**config.mk**
```make
export PLATFORM = sky130hd
export DESIGN_NAME = mult3_unit
export DESIGN_NICKNAME = d
export VERILOG_FILES = /design/src/rtl/mult3_unit.sv
export SDC_FILE = /design/constraint.sdc
export NUM_CORES = 1
export LEC_CHECK = 0
export BUFFER_PORTS_ARGS = -buffer_cell sky130_fd_sc_hd__buf_2
export CORE_ASPECT_RATIO = 0.6
export CORE_MARGIN = 8
export CORE_UTILIZATION = 30
export DETAILED_ROUTE_END_ITERATION = 16
export GPL_ROUTABILITY_DRIVEN = 0
export PLACE_DENSITY = 0.44
export RECOVER_POWER = 100
export REMOVE_ABC_BUFFERS = 1
export SLEW_MARGIN = 40
export SYNTH_ARGS = -nofsm -noshare
export SYNTH_HDL_FRONTEND = slang
export SYNTH_SLANG_ARGS = --single-unit
```
**constraint.sdc**
```tcl
create_clock -name clk -period 6.1 [get_ports clk]
set_input_delay 0.915 -clock clk [delete_from_list [all_inputs] [get_ports clk]]
set_output_delay 0.915 -clock clk [all_outputs]
set_load 0.03 [all_outputs]
```
**src/rtl/mult3_unit.sv**
```systemverilog
// Three-cycle MUL execution unit: low DATA_W bits of op_a*op_b via two half-width partial products.
// Stalls the front of the pipeline while working and pulses done/reg_write with the result.
module mult3_unit #(
    parameter int unsigned DATA_W     = 32,
    parameter int unsigned REG_ADDR_W = 5
) (
    input  logic                  clk,
    input  logic                  arst,
    input  logic                  start,
    input  logic                  flush,
    input  logic [DATA_W-1:0]     op_a,
    input  logic [DATA_W-1:0]     op_b,
    input  logic [REG_ADDR_W-1:0] rd_in,
    output logic                  stall,
    output logic                  busy,
    output logic                  done,
    output logic [DATA_W-1:0]     result,
    output logic [REG_ADDR_W-1:0] rd_out,
    output logic                  reg_write
);

    localparam int unsigned HALF_W = DATA_W / 2;

    typedef enum logic [1:0] {
        IDLE = 2'd0,
        M1   = 2'd1,
        M2   = 2'd2,
        M3   = 2'd3
    } state_t;

    state_t                  state;
    state_t                  next_state;
    logic                    accept_c;
    logic [DATA_W-1:0]       a_q;
    logic [DATA_W-1:0]       b_q;
    logic [REG_ADDR_W-1:0]   rd_q;
    logic [DATA_W-1:0]       pp_lo;
    logic [DATA_W-1:0]       pp_hi;

    assign accept_c = (state == IDLE) && start && !flush;

    // Stall covers the issue cycle and M1/M2; dropping it in M3 lets the held MUL leave EX.
    assign stall = accept_c || (state == M1) || (state == M2);
    assign busy  = (state != IDLE);

    // State register.
    always_ff @(posedge clk or posedge arst) begin
        if (arst) begin
            state <= IDLE;
        end else begin
            state <= next_state;
        end
    end

    // Next-state logic; flush aborts any in-flight operation.
    always_comb begin
        next_state = state;
        case (state)
            IDLE:    next_state = accept_c ? M1 : IDLE;
            M1:      next_state = flush ? IDLE : M2;
            M2:      next_state = flush ? IDLE : M3;
            M3:      next_state = IDLE;
            default: next_state = IDLE;
        endcase
    end

    // Operand latch, partial products and registered write-back outputs.
    always_ff @(posedge clk or posedge arst) begin
        if (arst) begin
            a_q       <= '0;
            b_q       <= '0;
            rd_q      <= '0;
            pp_lo     <= '0;
            pp_hi     <= '0;
            result    <= '0;
            rd_out    <= '0;
            done      <= 1'b0;
            reg_write <= 1'b0;
        end else begin
            done      <= (state == M3) && !flush;
            reg_write <= (state == M3) && !flush;
            case (state)
                IDLE: begin
                    if (accept_c) begin
                        a_q  <= op_a;
                        b_q  <= op_b;
                        rd_q <= rd_in;
                    end
                end
                M1: pp_lo <= a_q * DATA_W'(b_q[HALF_W-1:0]);
                M2: pp_hi <= (a_q * DATA_W'(b_q[DATA_W-1:HALF_W])) << HALF_W;
                M3: begin
                    if (!flush) begin
                        result <= pp_lo + pp_hi;
                        rd_out <= rd_q;
                    end
                end
                default: ;
            endcase
        end
    end

endmodule

```
Word level (Yosys, flattened, before mapping)
Cells that the tools add are included.
- output and inout bits: 41
- register bits after elaboration: 157
- mux-type cells: 4
- bitwise logic cells: 1
- eq/ne operators: 3
- reductions and logical operators: 10
- add/sub/neg operators: 1
- multipliers: 2
- operators by type and width (operator ; number):
    32-bit adder ; 1
    32-bit by 16-bit multiplier with 16-bit output ; 1
    32-bit by 16-bit multiplier with 32-bit output ; 1
    2-bit case mux with 4 select lines ; 1
    2-bit equality test (second input constant) ; 2
    2-bit two-way mux ; 2
    2-bit AND reduction ; 2
    1-bit logical AND ; 3
    2-bit by 1-bit equality test with 1-bit output (second input constant) ; 1
    2-bit logical NOT ; 1
    1-bit logical OR ; 2
    2-bit nonzero test ; 1
    1-bit logical NOT ; 1
    1-bit two-way mux ; 1
    1-bit inverter ; 1

Logic depth before layout (Yosys ltp)
- depth after elaboration: 5
- gate-level depth with buffers: 24

Worst setup path before layout
OpenSTA, ideal clock, no wires.
- path kind: reg2reg
- start point: register a_q[13]
- end point: register pp_lo[30]
- stages on the path, launching flop included: 23
- data required time: 6031 ps
- clock period less this slack: 6261 ps
- buffers on the path: 2
- slack: -161 ps
- arrival time: 6192 ps
- path through: dfrtp_1 > clkbuf_1 > clkbuf_1 > nand2_1 > fa_1 > fa_1 > fa_1 > inv_1 > fa_1 > fa_1 > inv_1 > fa_1 > inv_1 > ha_1 > a21oi_2 > o211a_1 > o211ai_1 > a31o_2 > o31a_1 > a21oi_2 > o31ai_1 > or4_1 > nand3_1
- word-level cells in the longest chain between the ends: 1
- RTL lines (item ; RTL line ; RTL):
    from (decl) ; 34 ; logic [DATA_W-1:0] a_q;
    from (signal assigned) ; 85 ; a_q <= op_a;
    32-bit by 16-bit multiplier with 32-bit output ; 90 ; M1: pp_lo <= a_q * DATA_W'(b_q[HALF_W-1:0]);
    to (signal assigned) ; 90 ;
    to (decl) ; 37 ; logic [DATA_W-1:0] pp_lo;
Every way passes these cells.
A chain may end at the register's enable or synchronous reset.

Worst setup path in the final report
- start point: register a_q[5]
- end point: register pp_lo[30]
Same word-level chain as after synthesis.

==> impl_results.rst <==
.. list-table::
   :header-rows: 1

   * - Metric
     - Value
   * - Highest Clock Rate
     - 165 MHz
   * - TritonCTS clock tree
     - built
   * - Clock sink count
     - 157
   * - Top cell type's share of synthesized area
     - 35.3%
   * - Destination of the worst register-to-register timing path
     - pp_lo[30]
   * - Post-synth EDFFs
     - 0
   * - Number of DRC violations after detailed routing
     - 0
   * - M1 wire length
     - 32.8 mm
   * - Later-pin clock latency in the skew report
     - 0.49 ns
   * - Post-route worst setup slack
     - 0.0343 ns
   * - Signal arrival time at the worst endpoint
     - 6.48 ns
   * - Initial antenna violation count
     - 1
   * - Largest cells by area after synthesis
     - sky130_fd_sc_hd__fa_1 35%, sky130_fd_sc_hd__dfrtp_1 18%, sky130_fd_sc_hd__nand2_1 11%
   * - Cell accounting for the most synthesized area
     - sky130_fd_sc_hd__fa_1
   * - Most frequent standard cell in the layout excluding fill and tap cells
     - sky130_fd_sc_hd__nand2_1
   * - Synthesized flop and latch total
     - 157
   * - Synth async-reset ratio
     - 100%
   * - Main synth FF type
     - sky130_fd_sc_hd__dfrtp_1
   * - Detailed-placement wirelength estimate
     - 54.2 mm
   * - Post-placement worst setup slack
     - -0.203 ns
   * - Clock root cell
     - sky130_fd_sc_hd__clkbuf_16
   * - Count of cells along the worst register-to-register path
     - 20
   * - Total routed wirelength
     - 65.6 mm
   * - Ports placed on the boundary
     - 114
   * - Highest-count cells in the layout ignoring fill and taps
     - 665 x sky130_fd_sc_hd__nand2_1, 462 x sky130_fd_sc_hd__inv_1, 374 x sky130_fd_sc_hd__fa_1
   * - Layout Cells excl Fill
     - 3677
   * - Via density
     - 4.49
   * - Placed cells
     - 3615
   * - Register cell area after layout
     - 3950 µm²
   * - Yosys warning count
     - 0
   * - DRC violation total after the first TritonRoute iteration
     - 866
   * - Final number of max-transition violations
     - 37
   * - Met2 Routed Length
     - 28.7 mm
   * - Post-route cell area
     - 25500 µm²
   * - Clk pin slew, worst setup/hold paths
     - 0.07 ns
   * - Placeable core region
     - 71900 µm²
   * - Number of different library cells in the post-synthesis netlist
     - 50
   * - Endpoint required time on the critical path
     - 6.51 ns
   * - Number of antenna repair diodes
     - 0
   * - Mean cell area of the mapped netlist
     - 8.70 µm²
   * - NumNets Final
     - 3276
   * - Largest buffer count on any clock path
     - 2
   * - Clock skew after layout
     - 0.0143 ns
   * - Placed cell areas
     - 24300 µm²
   * - Detail-routed net length per standard cell
     - 17.8 µm
   * - Final global-route overflow total
     - 0
   * - Number of cells produced by synthesis
     - 2508
   * - Met3 routed WL
     - 3.54 mm
   * - Count of endpoints failing setup in the final report
     - 0
   * - Crit Path Class
     - reg -> reg
   * - Post-synthesis cell area
     - 21800 µm²
   * - Worst setup EP type
     - flop
   * - Vias
     - 16.5k
   * - Worst relative slew slack
     - -80.3%
   * - Area used by multi-input combinational logic
     - 15900 µm²
   * - R2r setup slk
     - 0.03 ns
   * - Min Clock Period, post-route
     - 6.07 ns
   * - Tot GR Track Use
     - 16.5%
   * - Placement row count
     - 76
   * - Startpoint of the worst-slack reg-to-reg timing path
     - a_q[5]
   * - Number of buffers inserted by port buffering
     - 113
   * - Total of max-cap violations
     - 1
   * - Filler cell count
     - 7584
   * - Pin count of the biggest net entering global routing
     - 128
   * - Remaining number of nets flagged by the antenna check after routing
     - 0
   * - Violated checks
     - capacitance limit, slew limit
   * - Overall die area
     - 81900 µm²
   * - Maximum level of the CTS H-tree
     - 4
   * - Height of the die
     - 225 µm
   * - Class of the worst hold path
     - reg -> reg
   * - Register area share after synthesis
     - 18.0%
   * - First-pass GRT wire length
     - 105 mm
   * - Highest Signal Layer
     - met4
   * - Worst setup path endpoint
     - pp_lo[30]
   * - Die width
     - 364 µm
   * - Number of iterations in the first detailed-routing pass
     - 6
   * - Layout cell share with drive strength beyond 1
     - 15.2%
   * - CP startpoint kind
     - flop
   * - Growth of design area from synthesis to finish
     - 17.1%
   * - Clock buffers created by TritonCTS
     - 17
   * - Worst Path Max Fanout
     - 4
   * - Worst setup path start
     - a_q[5]
   * - Hold Path Origin
     - rd_q[1]
   * - Final hold viol count
     - 0
   * - Setup repair after global routing missed its margin
     - yes
   * - Number of global-route vias before repair
     - 18.1k
   * - Pin slew with the least headroom to its limit
     - 2.71 ns
   * - Starting Density
     - 30.3%
   * - Outcome
     - finished with violations
   * - Final critical-path share of the clock period
     - 99.4%
[per-layer routing]
metal  vias up  GRT usage [%]
met1      8407           24.4
li1       7737              -
met4         0           2.25
met3        28           3.85
met2       327           25.1
met5         -              0
[stage by stage]
| stage | utilization [%] | setup TNS [ns] | hold WS, ns |
|---|---|---|---|
| 2_1_floorplan | - | -0.0879 | 0.433 |
| 3_3_place_gp | 33.8 | -0.496 | 0.453 |
| 3_5_place_dp | 33.8 | -0.909 | 0.447 |
| 4_1_cts | 34.9 | -0.0221 | 0.372 |
| 5_1_grt | 35.5 | -0.701 | 0.492 |
| 6_report | 35.5 | 0 | 0.466 |
[cell families after synthesis]
logic type	after synthesis	synth area share [%]
AO/OA/AOI/OAI	171	4.92
XOR/XNOR	102	4.10
buffers and inverters	597	10.3
adder cells (fa/ha/maj)	514	42.7
AND/OR/NAND/NOR	956	19.3
multiplexers	11	0.556
flip-flops	157	18.0
[worst min path at each step]
stage	slack, ns	to	depth (start not counted)
after floorplan	0.43	result[15]	2
after global routing	0.49	result[10]	2
final	0.47	rd_out[1]	2
after global placement	0.45	rd_out[1]	2
after CTS	0.37	rd_q[4]	2
after detailed placement	0.45	rd_out[3]	2
[worst max-delay path, stage by stage (launching register included)]
cell and delay (ns):
sky130_fd_sc_hd__dfrtp_2 0.45, sky130_fd_sc_hd__buf_6 0.14, sky130_fd_sc_hd__and2_4 0.15, sky130_fd_sc_hd__fa_1 0.56, sky130_fd_sc_hd__inv_2 0.05, sky130_fd_sc_hd__fa_2 0.53
sky130_fd_sc_hd__fa_1 0.42, sky130_fd_sc_hd__fa_1 0.51, sky130_fd_sc_hd__inv_2 0.04, sky130_fd_sc_hd__fa_1 0.47, sky130_fd_sc_hd__fa_1 0.60, sky130_fd_sc_hd__ha_4 0.23
sky130_fd_sc_hd__a21oi_2 0.11, sky130_fd_sc_hd__o211a_1 0.22, sky130_fd_sc_hd__o211ai_1 0.14, sky130_fd_sc_hd__a31o_2 0.27, sky130_fd_sc_hd__o31a_1 0.32, sky130_fd_sc_hd__a21oi_2 0.22
sky130_fd_sc_hd__o31ai_2 0.09, sky130_fd_sc_hd__or4_1 0.39, sky130_fd_sc_hd__nand3_1 0.07
[state kept, by name, indices dropped and copies added, names as in the netlist]
name / cells
pp_hi: 16
rd_out: 5
b_q: 32
result: 32
reg_write: 1
state: 2
rd_q: 5
pp_lo: 32
a_q: 32
[synthesized netlist by cell type (6+ instances only)]
library cell	count
sky130_fd_sc_hd__clkbuf_1	123
sky130_fd_sc_hd__inv_1	468
sky130_fd_sc_hd__ha_1	129
sky130_fd_sc_hd__a21o_1	15
sky130_fd_sc_hd__mux2_2	9
sky130_fd_sc_hd__and2_1	207
sky130_fd_sc_hd__a211oi_1	9
sky130_fd_sc_hd__nand3_1	13
sky130_fd_sc_hd__o31ai_1	6
sky130_fd_sc_hd__nand2_1	668
sky130_fd_sc_hd__fa_1	385
sky130_fd_sc_hd__a21oi_1	23
sky130_fd_sc_hd__dfrtp_1	157
sky130_fd_sc_hd__o21ai_0	71
sky130_fd_sc_hd__o21bai_1	9
sky130_fd_sc_hd__nor3_1	14
sky130_fd_sc_hd__xnor2_1	72
sky130_fd_sc_hd__xor2_1	30
sky130_fd_sc_hd__nor2_1	28
[repair_timing]
action                     4_1_cts  5_1_grt
pin swaps                        8       58
setup buffers                    5       25
setup endpoints to repair        8       10
gates cloned                     0        0
hold buffers                     0        0
resized for setup               22       80
[area by class of cell]
| type | count | share of cell area, % |
|---|---|---|
| sequential | 157 | 15.5 |
| timing repair buffer | 290 | 8.32 |
| clock inverter | 12 | 0.627 |
| multi-input combinational | 1754 | 62.1 |
| inverter | 469 | 6.90 |
| tap | 975 | 4.78 |
| clock buffer | 20 | 1.83 |
Power is left out: the tool's default activity adds up to more than one toggle a clock period on the data nets, which glitch-free logic cannot reach.
